--- src/rtl/addsub_server.sv ---
// addsub_server: shared digit-serial add/subtract responder serving two clients.
// Parameters: WIDTH operand/result width, DIGIT bits per CALC cycle (WIDTH % DIGIT must be 0).
// Ports:
//   clk_i, rst_i                 clock, synchronous active-high reset
//   cN_req_i                     client N request, held until its ready pulse
//   cN_mode_i                    0 = a-b, 1 = a+b
//   cN_a_i, cN_b_i               operands, latched at accept
//   cN_ready_o                   one-cycle result strobe
//   cN_res_o                     registered result, held until that client's next completion
//   busy_o                       high whenever the FSM is not in IDLE
// Macro ADDSUB_RR_EN: round-robin arbitration when defined, fixed priority (client 0 wins) otherwise.
module addsub_server #(
    parameter int WIDTH = 8,
    parameter int DIGIT = 2
) (
    input  logic             clk_i,
    input  logic             rst_i,
    input  logic             c0_req_i,
    input  logic             c0_mode_i,
    input  logic [WIDTH-1:0] c0_a_i,
    input  logic [WIDTH-1:0] c0_b_i,
    output logic             c0_ready_o,
    output logic [WIDTH-1:0] c0_res_o,
    input  logic             c1_req_i,
    input  logic             c1_mode_i,
    input  logic [WIDTH-1:0] c1_a_i,
    input  logic [WIDTH-1:0] c1_b_i,
    output logic             c1_ready_o,
    output logic [WIDTH-1:0] c1_res_o,
    output logic             busy_o
);
    localparam int K  = WIDTH / DIGIT;
    localparam int CW = (K > 1) ? $clog2(K) : 1;

    if (WIDTH % DIGIT != 0) begin : g_bad_digit
        $error("addsub_server: WIDTH must be a multiple of DIGIT");
    end

    typedef enum logic [1:0] {IDLE, CALC, RESP, GAP} state_t;

    state_t           state_q, state_d;
    logic             gnt_q, carry_q, c0_rdy_q, c1_rdy_q;
    logic [WIDTH-1:0] a_q, b_q, acc_q, c0_res_q, c1_res_q;
    logic [CW-1:0]    cnt_q;
    logic             req_any, sel, accept, last, mode;
    logic [WIDTH-1:0] a_in, b_in, acc_d;
    logic [DIGIT:0]   slice;

    assign req_any = c0_req_i | c1_req_i;

`ifdef ADDSUB_RR_EN
    // The pointer only advances when it actually settled a contention.
    logic ptr_q;
    assign sel = (c0_req_i & c1_req_i) ? ptr_q : c1_req_i;
    always_ff @(posedge clk_i) ptr_q <= rst_i ? 1'b0 : (accept & c0_req_i & c1_req_i) ? ~ptr_q : ptr_q;
`else
    assign sel = ~c0_req_i;
`endif

    // The GAP exit edge may accept, giving the earliest next accept at n+K+2.
    assign accept = req_any & (state_q == IDLE | state_q == GAP);
    assign mode   = sel ? c1_mode_i : c0_mode_i;
    assign a_in   = sel ? c1_a_i : c0_a_i;
    assign b_in   = sel ? c1_b_i : c0_b_i;
    assign last   = cnt_q == CW'(K - 1);
    assign slice  = {1'b0, a_q[DIGIT-1:0]} + {1'b0, b_q[DIGIT-1:0]} + {{DIGIT{1'b0}}, carry_q};
    // Slices arrive LSB first and are shifted in from the top of the accumulator.
    assign acc_d  = (WIDTH'(slice[DIGIT-1:0]) << (WIDTH - DIGIT)) | (acc_q >> DIGIT);

    always_comb begin
        state_d = state_q;
        case (state_q)
            IDLE, GAP: state_d = req_any ? CALC : IDLE;
            CALC:      state_d = last ? RESP : CALC;
            RESP:      state_d = GAP;
            default:   state_d = IDLE;
        endcase
    end

    always_ff @(posedge clk_i) state_q <= rst_i ? IDLE : state_d;

    always_ff @(posedge clk_i) begin
        if (rst_i) begin
            gnt_q    <= 1'b0;
            carry_q  <= 1'b0;
            a_q      <= '0;
            b_q      <= '0;
            acc_q    <= '0;
            cnt_q    <= '0;
            c0_rdy_q <= 1'b0;
            c1_rdy_q <= 1'b0;
            c0_res_q <= '0;
            c1_res_q <= '0;
        end else begin
            c0_rdy_q <= 1'b0;
            c1_rdy_q <= 1'b0;
            if (accept) begin
                gnt_q   <= sel;
                a_q     <= a_in;
                b_q     <= mode ? b_in : ~b_in;
                carry_q <= ~mode;
                acc_q   <= '0;
                cnt_q   <= '0;
            end else if (state_q == CALC) begin
                a_q     <= a_q >> DIGIT;
                b_q     <= b_q >> DIGIT;
                carry_q <= slice[DIGIT];
                acc_q   <= acc_d;
                cnt_q   <= cnt_q + CW'(1);
                if (last && gnt_q) begin
                    c1_res_q <= acc_d;
                    c1_rdy_q <= 1'b1;
                end
                if (last && !gnt_q) begin
                    c0_res_q <= acc_d;
                    c0_rdy_q <= 1'b1;
                end
            end
        end
    end

    assign c0_ready_o = c0_rdy_q;
    assign c1_ready_o = c1_rdy_q;
    assign c0_res_o   = c0_res_q;
    assign c1_res_o   = c1_res_q;
    assign busy_o     = state_q != IDLE;
endmodule
--- config.mk ---
export PLATFORM = sky130hd
export DESIGN_NAME = addsub_server
export DESIGN_NICKNAME = d
export VERILOG_FILES = /design/src/rtl/addsub_server.sv
export SDC_FILE = /design/constraint.sdc
export NUM_CORES = 1
export LEC_CHECK = 0
export CAP_MARGIN = 10
export CORE_MARGIN = 5
export CORE_UTILIZATION = 48
export DETAILED_ROUTE_END_ITERATION = 8
export PLACE_DENSITY = 0.84
export SKIP_LAST_GASP = 1
export SLEW_MARGIN = 20
export SYNTH_ARGS = -nofsm -noshare
export SYNTH_HDL_FRONTEND = slang
export SYNTH_SLANG_ARGS = --single-unit
--- constraint.sdc ---
create_clock -name clk_i -period 2.3 [get_ports clk_i]
set_clock_uncertainty 0.15 [all_clocks]
set_input_delay 0.46 -clock clk_i [delete_from_list [all_inputs] [get_ports clk_i]]
set_output_delay 0.46 -clock clk_i [all_outputs]
set_load 0.005 [all_outputs]
==> impl_results.md <==
- Top_reg_cell synth: dfxtp_1
- Final Instance Area: 0.00290 mm^2
- Share of cells above drive strength 1: 6.40%
- Critical path cell sequence: inv_1, ha_1, inv_1, clkdlybuf4s50_1
- H-Tree Depth: 2
- CTS Buf Count: 5
- Crit path largest cell delay: 490 ps
- RR Startpoint: state_q[0]
- Antenna viol nets, final: 0
- WL final: 4860 um
- Min-Delay Startpoint: c1_res_o[0]
- Final core utilization: 65.8%
- Syn_area_per_cell: 9.22 um^2
- IO Port Bufs: 56
- Tightest Hold Check Type: flip-flop to flip-flop
- CTS tree: done
- Slew of the pin with the lowest slew margin: 463 ps
- Synth top cells by count: 46 x dfxtp_1, 31 x a211oi_1, 31 x nand2_1
- Final GP Congestion: 0.782
- Number of global-route vias before repair: 1814
- Reg2Reg Capture Point: b_q[3]
- Max-cap violations: 0
- Cell family with most CP delay: buffers and inverters
- Setup crit end kind: output pin
- Hold Path Depth: 2
- Synthesis-to-finish area growth: 30.6%
- NumNets Final: 341
- Core area: 0.00441 mm^2
- Power per standard cell area: 581 mW/mm^2
- Dpl cell area: 0.00281 mm^2
- Maximum clock rate: 0.486 GHz
- Final hold slack: 307 ps
- CP Data Required Time: 1690 ps
- Worst setup margin: 242 ps
- Via/cell ratio: 5.27
- Synth unique cells: 31
- Total grt overflow: 0
- Synth top area cells: dfxtp_1 41%, a211oi_1 10%, mux2i_1 9.0%
- Synthesized area: 0.00222 mm^2
- Total track usage: 15.9%
- Clock-pin slew on the worst setup and hold paths: 80 ps
- Die Width: 78.0 um
- Peak supply drop: 0.273 mV
- Period minus WS final: 2060 ps
- Drt drc: 0
- Die H: 78.0 um
- Postcts setup bufs: 0
- Status: complete, no violations
- Resized cells post-CTS: 0
- R2r setup slk: 330 ps
- Routed WL per cell: 13.9 um
- Clock Root Buffer: clkbuf_8
- Sequential area share after synthesis: 41.4%
- Initial Utilization: 50.3%
- Largest net degree at the start of global routing: 26
- Leakage power: 0.00106 uW
- Relative slew slack: 69.1%
- Top-count cell post-synth: dfxtp_1
- Most used cell along the critical path: inv_1
- Levels on crit path: 4
- Post-DP HPWL: 3730 um
- FFs w/ async S/R, synth: 0%
- Cell taking the most area after synthesis: dfxtp_1
- # IOs: 57
- Crit path buf inv count: 3
- Diode count: 0
- Global-route wire length before repair: 7960 um
- Cells after synthesis: 241
- Critical path's slowest cell: clkdlybuf4s50_1
- Crit start category: flip-flop
- Hold Buf Count CTS: 0
- Hold Vio Cnt, Final: 0
- Routed vias: 1840
- Yosys reg bits: 46
- DR pass1 iterations: 4
- Yosys warns: 0
- RSZ-0062 raised after global routing: false
- Hold path endpoint: c1_res_o[0]
- R2R depth: 5
- Syn nets: 286
- CTS max path bufs: 2
- Critical path fanouts, max: 3
- WS Path Type: flip-flop to output pin
- Setup TNS Final: 0 ps
- Die area: 0.00609 mm^2
- Initial antenna violation count: 0
- Crit path DAT: 1450 ps
- Initial drt markers: 70
- Final Cycle Share: 89.5%
- Setup violators final: 0
- Row Count: 24
- Slew Limit Fails: 0
- Clock Sinks: 46
- Post-synth EDFFs: 0
- Post-place setup slack: 225 ps
- Yosys top cell area share: 41.4%
- Clk Latency, worst-skew pair: 290 ps
[state kept, by name, summed over array words and instances (netlist names)]
signal / cells
carry_q: 1
cnt_q: 2
state_q: 2
a_q: 8
acc_q: 6
c0_res_o: 8
b_q: 8
c0_ready_o: 1
gnt_q: 1
c1_ready_o: 1
c1_res_o: 8
[where the power goes]
group / switching (uW) / total, uW / internal [uW]
sequential: 23.2 / 858 / 835
combinational: 156 / 332 / 176
clock: 253 / 495 / 242
total: 432 / 1690 / 1250
[metrics by stage]
stage                     power [uW]  instances
after floorplan                 1090        241
after global placement          1190        341
after detailed placement        1210        341
after CTS                       1700        349
after global routing            1770        349
final                           1690        349
[layer usage]
layer  global-route usage (%)  routed length [um]  up-vias
met2                     27.2                2350       54
met3                     4.35                 295       15
li1                         -                   -      933
met5                        0                   0        -
met4                     7.60                 154        0
met1                     18.2                2060      838
[cells by family after synthesis]
family	Yosys count	synth area share, %
simple gates	65	13.3
compound gates	56	17.2
flops	46	41.4
buf+inv	28	6.70
mux	22	10.0
xor+xnor	17	6.70
fa+ha+maj	7	4.62
[worst register-to-register path, stage by stage, from the launching register on]
cell and delay (ps):
dfxtp_1 370, inv_1 70, ha_1 360, o21ba_2 530
a211oi_1 120, a211oi_1 280
[layout make-up]
| class | instances | area (um^2) |
|---|---|---|
| fill | 381 | 1510 |
| inverter | 10 | 37.5 |
| multi-input combinational | 167 | 1150 |
| clock inverter | 1 | 5.00 |
| clock buffer | 7 | 86.3 |
| tap | 52 | 65.1 |
| timing repair buffer | 66 | 636 |
| sequential | 46 | 921 |
[layout by cell type, fill, tap and decap left out, types with 3 or more instances in the layout]
master and count:
a211oi_1 31, a21oi_1 19, buf_4 10, clkbuf_8 6
clkdlybuf4s50_1 56, dfxtp_1 46, ha_1 5, inv_1 10
mux2i_1 20, nand2_1 31, nand3_1 3, nor2_1 13
nor2b_1 10, xnor2_1 17
[how the worst max path moves through the flow]
stage               start  endpoint  slack (ps)
3_3_place_gp     c0_req_i    b_q[3]         310
2_1_floorplan     carry_q  acc_q[7]         610
5_1_grt        state_q[0]    busy_o         130
6_report       state_q[0]    busy_o         240
4_1_cts        state_q[0]    busy_o         210
3_5_place_dp     c0_req_i    b_q[3]         230
(Power assumes the default switching activity.)
